### config.mk
export PLATFORM = sky130hd
export DESIGN_NAME = hilo_muldiv_ctrl_flat
export DESIGN_NICKNAME = d
export VERILOG_FILES = /design/src/rtl/hilo_muldiv_ctrl_if.sv /design/src/rtl/hilo_muldiv_ctrl.sv /design/src/flat_wrapper.sv
export SDC_FILE = /design/constraint.sdc
export NUM_CORES = 1
export LEC_CHECK = 0
export ABC_AREA = 1
export CORE_MARGIN = 2
export CORE_UTILIZATION = 30
export DETAILED_ROUTE_END_ITERATION = 12
export DONT_BUFFER_PORTS = 1
export GPL_ROUTABILITY_DRIVEN = 0
export PLACE_DENSITY_LB_ADDON = 0.3
export SYNTH_ARGS = -nofsm -noshare
export SYNTH_HDL_FRONTEND = slang
export SYNTH_SLANG_ARGS = --single-unit
### constraint.sdc
create_clock -name clk -period 8.6 [get_ports clk]
set_input_delay 0.86 -clock clk [delete_from_list [all_inputs] [get_ports clk]]
set_output_delay 0.86 -clock clk [all_outputs]
set_load 0.02 [all_outputs]
### src/rtl/hilo_muldiv_ctrl_if.sv
// Execute-stage request/response bundle between the pipeline and the HI/LO multiply/divide unit.
interface hilo_muldiv_ctrl_if;
  logic        valid_i;
  logic [4:0]  op_i;
  logic [31:0] a_i;
  logic [31:0] b_i;
  logic        flush_i;
  logic        stall_o;
  logic [31:0] hilo_rdata_o;
  logic [31:0] hi_o;
  logic [31:0] lo_o;

  modport master (output valid_i, op_i, a_i, b_i, flush_i,
                  input  stall_o, hilo_rdata_o, hi_o, lo_o);
  modport slave  (input  valid_i, op_i, a_i, b_i, flush_i,
                  output stall_o, hilo_rdata_o, hi_o, lo_o);
endinterface

### src/rtl/hilo_muldiv_ctrl.sv
// Iterative mult/div sequencer and HI/LO owner. Define HILO_FAST_MUL_EN to replace the
// 32-cycle shift-add multiply with a single registered '*' product (divide stays iterative).
module hilo_muldiv_ctrl (
  input  logic              clk,
  input  logic              rst,
  hilo_muldiv_ctrl_if.slave bus
);

  localparam logic [4:0] OP_MFHI = 5'b11100;
  localparam logic [4:0] OP_MFLO = 5'b11110;
  localparam logic [4:0] OP_MTHI = 5'b11101;
  localparam logic [4:0] OP_MTLO = 5'b11111;

  typedef enum logic [1:0] {IDLE, MUL, DIV, DONE} state_e;

  state_e      state_q, state_d;
  logic [5:0]  cnt_q, cnt_d;
  logic [31:0] opa_q, opa_d;
  logic [31:0] opb_q, opb_d;
  logic [63:0] acc_q, acc_d;
  logic        sign_a_q, sign_a_d;
  logic        sign_b_q, sign_b_d;
  logic        is_div_q, is_div_d;
  logic [31:0] hi_q, hi_d;
  logic [31:0] lo_q, lo_d;

  logic        is_md, is_div_op, op_signed, launch;
  logic        a_neg, b_neg;
  logic [31:0] a_mag, b_mag;
  logic [32:0] div_diff;
  logic [31:0] quo_fix, rem_fix;
  logic [63:0] prod_fix;

  assign is_md     = bus.op_i[4:2] == 3'b110;
  assign is_div_op = bus.op_i[1];
  assign op_signed = ~bus.op_i[0];
  assign launch    = bus.valid_i && is_md && !bus.flush_i;
  assign a_neg     = op_signed && bus.a_i[31];
  assign b_neg     = op_signed && bus.b_i[31];
  assign a_mag     = a_neg ? 32'd0 - bus.a_i : bus.a_i;
  assign b_mag     = b_neg ? 32'd0 - bus.b_i : bus.b_i;

  // acc holds {remainder, dividend/quotient}; bit 32 of the trial difference is the borrow.
  assign div_diff  = acc_q[63:31] - {1'b0, opb_q};

  assign quo_fix   = (sign_a_q ^ sign_b_q) ? 32'd0 - acc_q[31:0] : acc_q[31:0];
  assign rem_fix   = sign_a_q ? 32'd0 - acc_q[63:32] : acc_q[63:32];
  assign prod_fix  = (sign_a_q ^ sign_b_q) ? 64'd0 - acc_q : acc_q;

`ifndef HILO_FAST_MUL_EN
  logic [32:0] mul_sum;
  // acc holds {partial product, remaining multiplier bits}; add then shift right by one.
  assign mul_sum = {1'b0, acc_q[63:32]} + (acc_q[0] ? {1'b0, opa_q} : 33'd0);
`endif

  always_comb begin
    // NOTE: every next-state signal is given its hold value first so no path can infer a latch.
    state_d  = state_q;
    cnt_d    = cnt_q;
    opa_d    = opa_q;
    opb_d    = opb_q;
    acc_d    = acc_q;
    sign_a_d = sign_a_q;
    sign_b_d = sign_b_q;
    is_div_d = is_div_q;
    hi_d     = hi_q;
    lo_d     = lo_q;

    unique case (state_q)
      IDLE: begin
        if (launch) begin
          sign_a_d = a_neg;
          sign_b_d = b_neg;
          is_div_d = is_div_op;
          opa_d    = a_mag;
          opb_d    = b_mag;
          if (is_div_op && bus.b_i == 32'd0) begin
            // Divide by zero commits raw a_i / all-ones, so sign fixup is disabled.
            sign_a_d = 1'b0;
            sign_b_d = 1'b0;
            acc_d    = {bus.a_i, 32'hFFFF_FFFF};
            state_d  = DONE;
          end else begin
            acc_d    = {32'd0, is_div_op ? a_mag : b_mag};
            cnt_d    = 6'd32;
            state_d  = is_div_op ? DIV : MUL;
          end
        end else if (bus.valid_i) begin
          if (bus.op_i == OP_MTHI) hi_d = bus.a_i;
          if (bus.op_i == OP_MTLO) lo_d = bus.a_i;
        end
      end

      MUL: begin
`ifdef HILO_FAST_MUL_EN
        acc_d   = 64'(opa_q) * 64'(opb_q);
        cnt_d   = '0;
        state_d = DONE;
`else
        acc_d   = {mul_sum, acc_q[31:1]};
        cnt_d   = cnt_q - 6'd1;
        if (cnt_q == 6'd1) state_d = DONE;
`endif
      end

      DIV: begin
        acc_d = div_diff[32] ? {acc_q[62:0], 1'b0}
                             : {div_diff[31:0], acc_q[30:0], 1'b1};
        cnt_d = cnt_q - 6'd1;
        if (cnt_q == 6'd1) state_d = DONE;
      end

      DONE: begin
        state_d = IDLE;
        if (is_div_q) {hi_d, lo_d} = {rem_fix, quo_fix};
        else          {hi_d, lo_d} = prod_fix;
      end
    endcase

    // Flush wins over everything: abandon the operation and block any HI/LO write.
    if (bus.flush_i) begin
      state_d = IDLE;
      cnt_d   = '0;
      hi_d    = hi_q;
      lo_d    = lo_q;
    end
  end

  // NOTE: sequential state uses non-blocking assignments so every register sees pre-edge values.
  always_ff @(posedge clk or posedge rst) begin
    if (rst) begin
      state_q  <= IDLE;
      cnt_q    <= '0;
      opa_q    <= '0;
      opb_q    <= '0;
      acc_q    <= '0;
      sign_a_q <= 1'b0;
      sign_b_q <= 1'b0;
      is_div_q <= 1'b0;
      hi_q     <= '0;
      lo_q     <= '0;
    end else begin
      state_q  <= state_d;
      cnt_q    <= cnt_d;
      opa_q    <= opa_d;
      opb_q    <= opb_d;
      acc_q    <= acc_d;
      sign_a_q <= sign_a_d;
      sign_b_q <= sign_b_d;
      is_div_q <= is_div_d;
      hi_q     <= hi_d;
      lo_q     <= lo_d;
    end
  end

  assign bus.stall_o = !rst && ((state_q == IDLE && launch) ||
                                state_q == MUL || state_q == DIV);

  assign bus.hilo_rdata_o = (bus.op_i == OP_MFHI) ? hi_q :
                            (bus.op_i == OP_MFLO) ? lo_q : 32'd0;
  assign bus.hi_o = hi_q;
  assign bus.lo_o = lo_q;

endmodule

### src/flat_wrapper.sv
// flat-port wrapper written by rule: the top's interface ports become plain ports
module hilo_muldiv_ctrl_flat 
  (clk, rst, bus_valid_i, bus_op_i, bus_a_i, bus_b_i, bus_flush_i, bus_stall_o, bus_hilo_rdata_o, bus_hi_o, bus_lo_o);
  hilo_muldiv_ctrl_if bus_i ();
  input  logic clk;
  input  logic rst;
  input wire logic [$bits(bus_i.valid_i)-1:0] bus_valid_i;
  input wire logic [$bits(bus_i.op_i)-1:0] bus_op_i;
  input wire logic [$bits(bus_i.a_i)-1:0] bus_a_i;
  input wire logic [$bits(bus_i.b_i)-1:0] bus_b_i;
  input wire logic [$bits(bus_i.flush_i)-1:0] bus_flush_i;
  output wire logic [$bits(bus_i.stall_o)-1:0] bus_stall_o;
  output wire logic [$bits(bus_i.hilo_rdata_o)-1:0] bus_hilo_rdata_o;
  output wire logic [$bits(bus_i.hi_o)-1:0] bus_hi_o;
  output wire logic [$bits(bus_i.lo_o)-1:0] bus_lo_o;
  assign bus_i.valid_i = bus_valid_i;
  assign bus_i.op_i = bus_op_i;
  assign bus_i.a_i = bus_a_i;
  assign bus_i.b_i = bus_b_i;
  assign bus_i.flush_i = bus_flush_i;
  assign bus_stall_o = bus_i.stall_o;
  assign bus_hilo_rdata_o = bus_i.hilo_rdata_o;
  assign bus_hi_o = bus_i.hi_o;
  assign bus_lo_o = bus_i.lo_o;
  hilo_muldiv_ctrl u_core (.clk(clk), .rst(rst), .bus(bus_i));
endmodule
# Yosys cells after proc, flatten, opt, wreduce, memory -nomap -nowiden

Cells that the tools add are included.
W data, S select, Z words.

Register bits: 203
Bits in latches: 0
Memory bits (writable): 0
ROM bits: 0
Bits of input ports: 73
Output and inout port bits: 97
Word-level logic and storage cells: 96
Memories: 0

$add $sub $neg: 8
Multipliers: 0
Div/mod/pow operators: 0
Order comparisons: 0
Equal/unequal tests: 17
Shift operators: 0
Mux-type cells: 35
Bitwise operators: 3
Reductions and logical operators: 23

Operators with widths:

| operator                | count |
|---|---|
| $mux W32                | 16 |
| $mux W64                | 4 |
| $pmux W64 S3            | 1 |
| $pmux W32 S2            | 2 |
| $sub A1 B32 Y32 const A | 4 |
| $sub A1 B64 Y64 const A | 1 |
| $add A32 B33 Y33        | 1 |
| $sub A33 B32 Y33        | 1 |
| $logic_not A32 Y1       | 1 |
| $eq A5 B5 Y1 const B    | 4 |
| $mux W6                 | 3 |
| $pmux W6 S2             | 1 |
| $mux W2                 | 5 |
| $reduce_and A5 Y1       | 2 |
| $logic_and A1 B1 Y1     | 7 |
| $eq A6 B1 Y1 const B    | 1 |
| $ne A2 B1 Y1 const B    | 3 |
| $pmux W2 S3             | 1 |
| $reduce_and A2 Y1       | 3 |
| $reduce_bool A3 Y1      | 2 |
| $sub A6 B1 Y6 const B   | 1 |
| $eq A2 B2 Y1 const B    | 2 |
| $ne A2 B2 Y1 const B    | 2 |
| $eq A3 B3 Y1 const B    | 1 |
| 13 further kinds        | 17 |

# Longest topological paths before layout

Depth after elaboration: 7
Mapped depth: 22
Gate-level depth less buffers: 20

# Least setup slack after synthesis

No wires, ideal clock.

Path kind: input -> output
Start: input port bus_op_i[2]
End: output port bus_stall_o
Arrival time: 1,972 ps
Required time: 7,740 ps
Slack: 5,768 ps
Stages on the path: 6
Path buffers: 1
Cells stage by stage: nor3_1 -> nand3_1 -> nor2_4 -> inv_2 -> clkbuf_1 -> a31oi_1

Longest elaborated chain between the ends: 7

Ends and longest elaborated chain:

| item                             | line                    | RTL |
|---|---|---|
| from (decl)                      | flat_wrapper.sv:8       | `input wire logic [$bits(bus_i.op_i)-1:0] bus_op_i;` |
| $eq A3 B3 Y1                     | hilo_muldiv_ctrl.sv:34  | `assign is_md = bus.op_i[4:2] == 3'b110;` |
| $logic_and A1 B1 Y1 (2 in a row) | hilo_muldiv_ctrl.sv:37  | `assign launch = bus.valid_i && is_md && !bus.flush_i;` |
| $logic_and A1 B1 Y1              | hilo_muldiv_ctrl.sv:156 | `assign bus.stall_o = !rst && ((state_q == IDLE && launch) \|\|` |
| $logic_or A1 B1 Y1               | hilo_muldiv_ctrl.sv:156 |  |
| $logic_or A1 B1 Y1               | hilo_muldiv_ctrl.sv:157 | `state_q == MUL \|\| state_q == DIV);` |
| $logic_and A1 B1 Y1              | hilo_muldiv_ctrl.sv:156 |  |
| to (decl)                        | flat_wrapper.sv:12      | `output wire logic [$bits(bus_i.stall_o)-1:0] bus_stall_o;` |

Every way passes these cells.

# Worst setup path in the final report

Start: register u_core.state_q[0]
End: output port bus_stall_o

Longest elaborated chain between the ends: 5
Elaborated cells between the ends (all ways): 7
Those cells by class: eq/ne (2); reduce/logical (5)

Ends and longest elaborated chain:

| item                    | line                    | RTL |
|---|---|---|
| from (decl)             | hilo_muldiv_ctrl.sv:16  | `state_e state_q, state_d;` |
| from (signal assigned)  | hilo_muldiv_ctrl.sv:143 | `state_q <= state_d;` |
| $logic_not A2 Y1        | hilo_muldiv_ctrl.sv:156 |  |
| $logic_and A1 B1 Y1     | hilo_muldiv_ctrl.sv:156 |  |
| $logic_or A1 B1 Y1      | hilo_muldiv_ctrl.sv:156 |  |
| $logic_or A1 B1 Y1 (*)  | hilo_muldiv_ctrl.sv:157 |  |
| $logic_and A1 B1 Y1 (*) | hilo_muldiv_ctrl.sv:156 |  |

Every way passes the cells marked *; elsewhere a longest branch is shown, timed or not.

==> results.md <==
- Maximum clock path buffer count: 3
- CTS tree: built
- Vias in the first global route: between 20000 and 25000
- Internal: ~3.5 mW
- CP max FO: 96
- Largest delay share family, worst path: buffers and inverters
- Sequential Power Share: between 20% and 30%
- Core Box Area: between 60000 and 70000 sq um
- Post-CTS Setup Bufs: 0
- Final HPWL DP: between 70000 and 80000 um
- Residual DRC: 0
- Crit. End Element: output pin
- CP max stage cell: buf_4
- Crit path launch type: register
- Post-synth top area share: approximately a quarter
- CTS root buffer: clkbuf_16
- Via count: 23000
- Post-synthesis compound-gate area fraction: ~16%
- YS warnings: 0
- Worst-margin pin slew: roughly 1.1 ns
- Ys async rst share: 100%
- Crit path from: u_core.state_q[0]$_DFFE_PP0P_
- Reg2reg path depth: 12
- Synth Flop Type: dfrtp_1
- Largest family of logic cells by synthesized area: simple AND/OR/NAND/NOR gates
- Post-Synth Simple-Gate Area: 39.2%
- Area Growth Syn to Fin: 7.75%
- CP Cell Sequence: inv_1 -> ha_1 -> inv_1 -> nor2_4 -> buf_4 -> inv_2 -> a31oi_1
- Worst EP arrival: approximately 3.5 ns
- First-pass GRT wire length: roughly 140000 um
- Pre-CTS WS: ~4.4 ns
- Worst min-delay path category: primary input to async pin
- Post_cts resized: 0
- Max_slew headroom: between 20% and 30%
- Initial Util: a little under a third
- Clock Latency Late Sink: about 0.56 ns
- Yosys cell types: 52
- Synth top area cells: dfrtp_1 25%, nand2_1 19%, inv_1 9.2%, nor2_1 7.2%, nand3_1 7.1%
- Number of DRC markers in iteration 0: roughly 3000
- Syn avg cell area: approximately 6 sq um
- PwrDens: 390 nW/um^2
- Clock network fraction of total power: about an eighth
- Sequential element share of the synthesized area: around 25%
- Max-cap violations: 0
- Antenna violations before repair: 2
- Syn Inst Count: 3376
- Multiplexer share of the synthesized area: 0%
- # fillers: 7343
- #FFs+latches synth: a little over 200
- Worst path most repeated cell: inv_1
- GRT Residual Overflow: 0
- Nets@finish: 3455
- Die X: around 260 um
- Setup_tns: 0 ns
- Routed length per placed instance: between 20 and 25 um
- Antenna-violating nets left: 0
- # rows: 94
- Max Slew Vio Count: 0
- F_max: between 200 and 250 MHz
- Leak: approximately 11 nW
- Clock transition at path regs: around 0.060 ns
- Critical Path Stages: 7
- Synthesized area: between 15000 and 20000 sq um
- Switching portion of total power: between 50% and 60%
- DR vias/cell: roughly 5.5
- Adder-Cell Fraction of Synth Area: just under 5%
- Die Span Y: between 200 and 300 um
- Layout cell share with drive strength beyond 1: between 3 and 4%
- CTS buffer count: 25
- RR Endpoint: u_core.acc_q[50]$_DFFE_PP0P_
- Most area-hungry cell type in the Yosys netlist: dfrtp_1
- Worst Setup Path Type: register to output pin
- Flop2flop setup slack: 4.62 ns
- Period utilization: around 50%
- Final Skew: between 0.015 and 0.02 ns
- RSZ-0062 raised after global routing: no
- Post-CTS Hold Fix Bufs: 0
- CP Data Required Time: 7.74 ns
- Number of port buffers: 0
- H-tree depth: 1
- Critical Path End: bus_stall_o
- Largest net degree at the start of global routing: 97
- DRT Pass-1 Iters: 7
- Max incr delay on CP: about 0.73 ns
- Tot GR Track Use: a little over a quarter
- Final setup vio count: 0
- Logic pwr share: 61.1%
- Post-synthesis xor/xnor area fraction: 2.46%
- Worst vdd ir: 0.000339 V
- Die ar.: around 69000 sq um
- P_sw: 4.90 mW
- Number of synthesized flops with an enable pin: 0
- Post-layout worst setup margin: between 4 and 5 ns
- I/O Pins: 170
- Buf/Inv on CP: 4
- Fin. Hold Viols: 0
- CTS Sinks: 203
- Outcome: finished, final reports clean
- WL final: approximately 93000 um
- R2r startpoint: u_core.state_q[0]$_DFFE_PP0P_
- Syn nets: 3526
- Fin crit period: 4.33 ns
placed cells by master, fill, tap and decap left out, types with 15 or more instances in the layout:
cell type,Yosys,layout
nor3_1,23,23
buf_4,2,21
o21ai_1,16,16
a31oi_1,59,59
ha_1,75,74
o21ai_0,180,180
o22ai_1,66,66
xnor2_1,15,15
nand2_1,1031,1031
nand4_1,55,55
a22oi_1,22,22
a21oi_1,175,175
clkbuf_16,0,25
nor2_1,384,382
xor2_1,41,41
dfrtp_1,203,203
nand3_1,284,284
inv_1,490,489
stage by stage:
stage	instances	total power, mW	hold slack (ns)	instance area [sq um]	utilization (%)
after floorplan	3376	5.47	0.442	19900	-
after global placement	4142	7.12	0.460	20700	31.5
after detailed placement	4142	7.13	0.460	20700	31.5
after CTS	4188	8.21	0.277	21500	32.7
after global routing	4188	8.94	0.314	21500	32.7
final	4189	8.39	0.274	21500	32.7
flip-flops by register name, indices dropped and copies added (netlist names):
| register | flops |
|---|---|
| u_core.acc_q | 64 |
| u_core.sign_b_q | 1 |
| u_core.is_div_q | 1 |
| u_core.bus.hi_o | 32 |
| u_core.state_q | 2 |
| u_core.opa_q | 32 |
| u_core.cnt_q | 6 |
| u_core.bus.lo_o | 32 |
| u_core.opb_q | 32 |
| u_core.sign_a_q | 1 |
power by group through the flow:
stage | clock network, mW | logic (mW) | registers [mW]
final | 1.06 | 5.12 | 2.20
after global routing | 1.11 | 5.61 | 2.22
after CTS | 1.07 | 4.97 | 2.17
after detailed placement | 0 | 4.95 | 2.19
after global placement | 0 | 4.94 | 2.18
after floorplan | 0 | 3.59 | 1.88
per-layer routing:
metal | track usage, % | vias up | share of wire (%)
met1 | 36.6 | 10600 | 42
li1 | - | 10800 | -
met3 | 6.09 | 221 | 11
met4 | 11.9 | 4 | 5.2
met5 | 0 | - | 0.028
met2 | 38.9 | 1336 | 42
how the worst min path moves through the flow:
stage / slack (ns) / to / from
global placement: 0.46 / u_core.opa_q[3]$_DFFE_PP0P_ / u_core.opa_q[3]$_DFFE_PP0P_
global route: 0.31 / u_core.state_q[0]$_DFFE_PP0P_ / rst
finish: 0.27 / u_core.state_q[0]$_DFFE_PP0P_ / rst
detailed placement: 0.46 / u_core.opa_q[2]$_DFFE_PP0P_ / u_core.opa_q[2]$_DFFE_PP0P_
floorplan: 0.44 / u_core.opa_q[2]$_DFFE_PP0P_ / u_core.opa_q[2]$_DFFE_PP0P_
CTS: 0.28 / u_core.cnt_q[2]$_DFFE_PP0P_ / rst
layout make-up:
class / count / area [sq um] / share of cell area (%)
antenna: 1 / 2.50 / 0.0116
inverter: 502 / 1890 / 8.80
clock inverter: 16 / 128 / 0.594
tap: 864 / 1080 / 5.03
multi-input combinational: 2552 / 12500 / 58.1
timing repair buffer: 21 / 158 / 0.733
clock buffer: 30 / 674 / 3.14
sequential: 203 / 5080 / 23.6
cell families after synthesis:
kind of cell,after synthesis
flip-flops,203
XOR/XNOR,56
adder cells (fa/ha/maj),77
AND/OR/NAND/NOR,1855
AO/OA/AOI/OAI,564
buffers and inverters,621
synth_stat cells, types with 23 or more instances:
library cell,count
ha_1,75
inv_1,490
dfrtp_1,203
a21oi_1,175
xor2_1,41
nand2_1,1031
nor3_1,23
nor2_1,384
nand3_1,284
nand4_1,55
clkbuf_1,75
o21ai_0,180
o22ai_1,66
a31oi_1,59
Power figures use the tool's default switching activity.
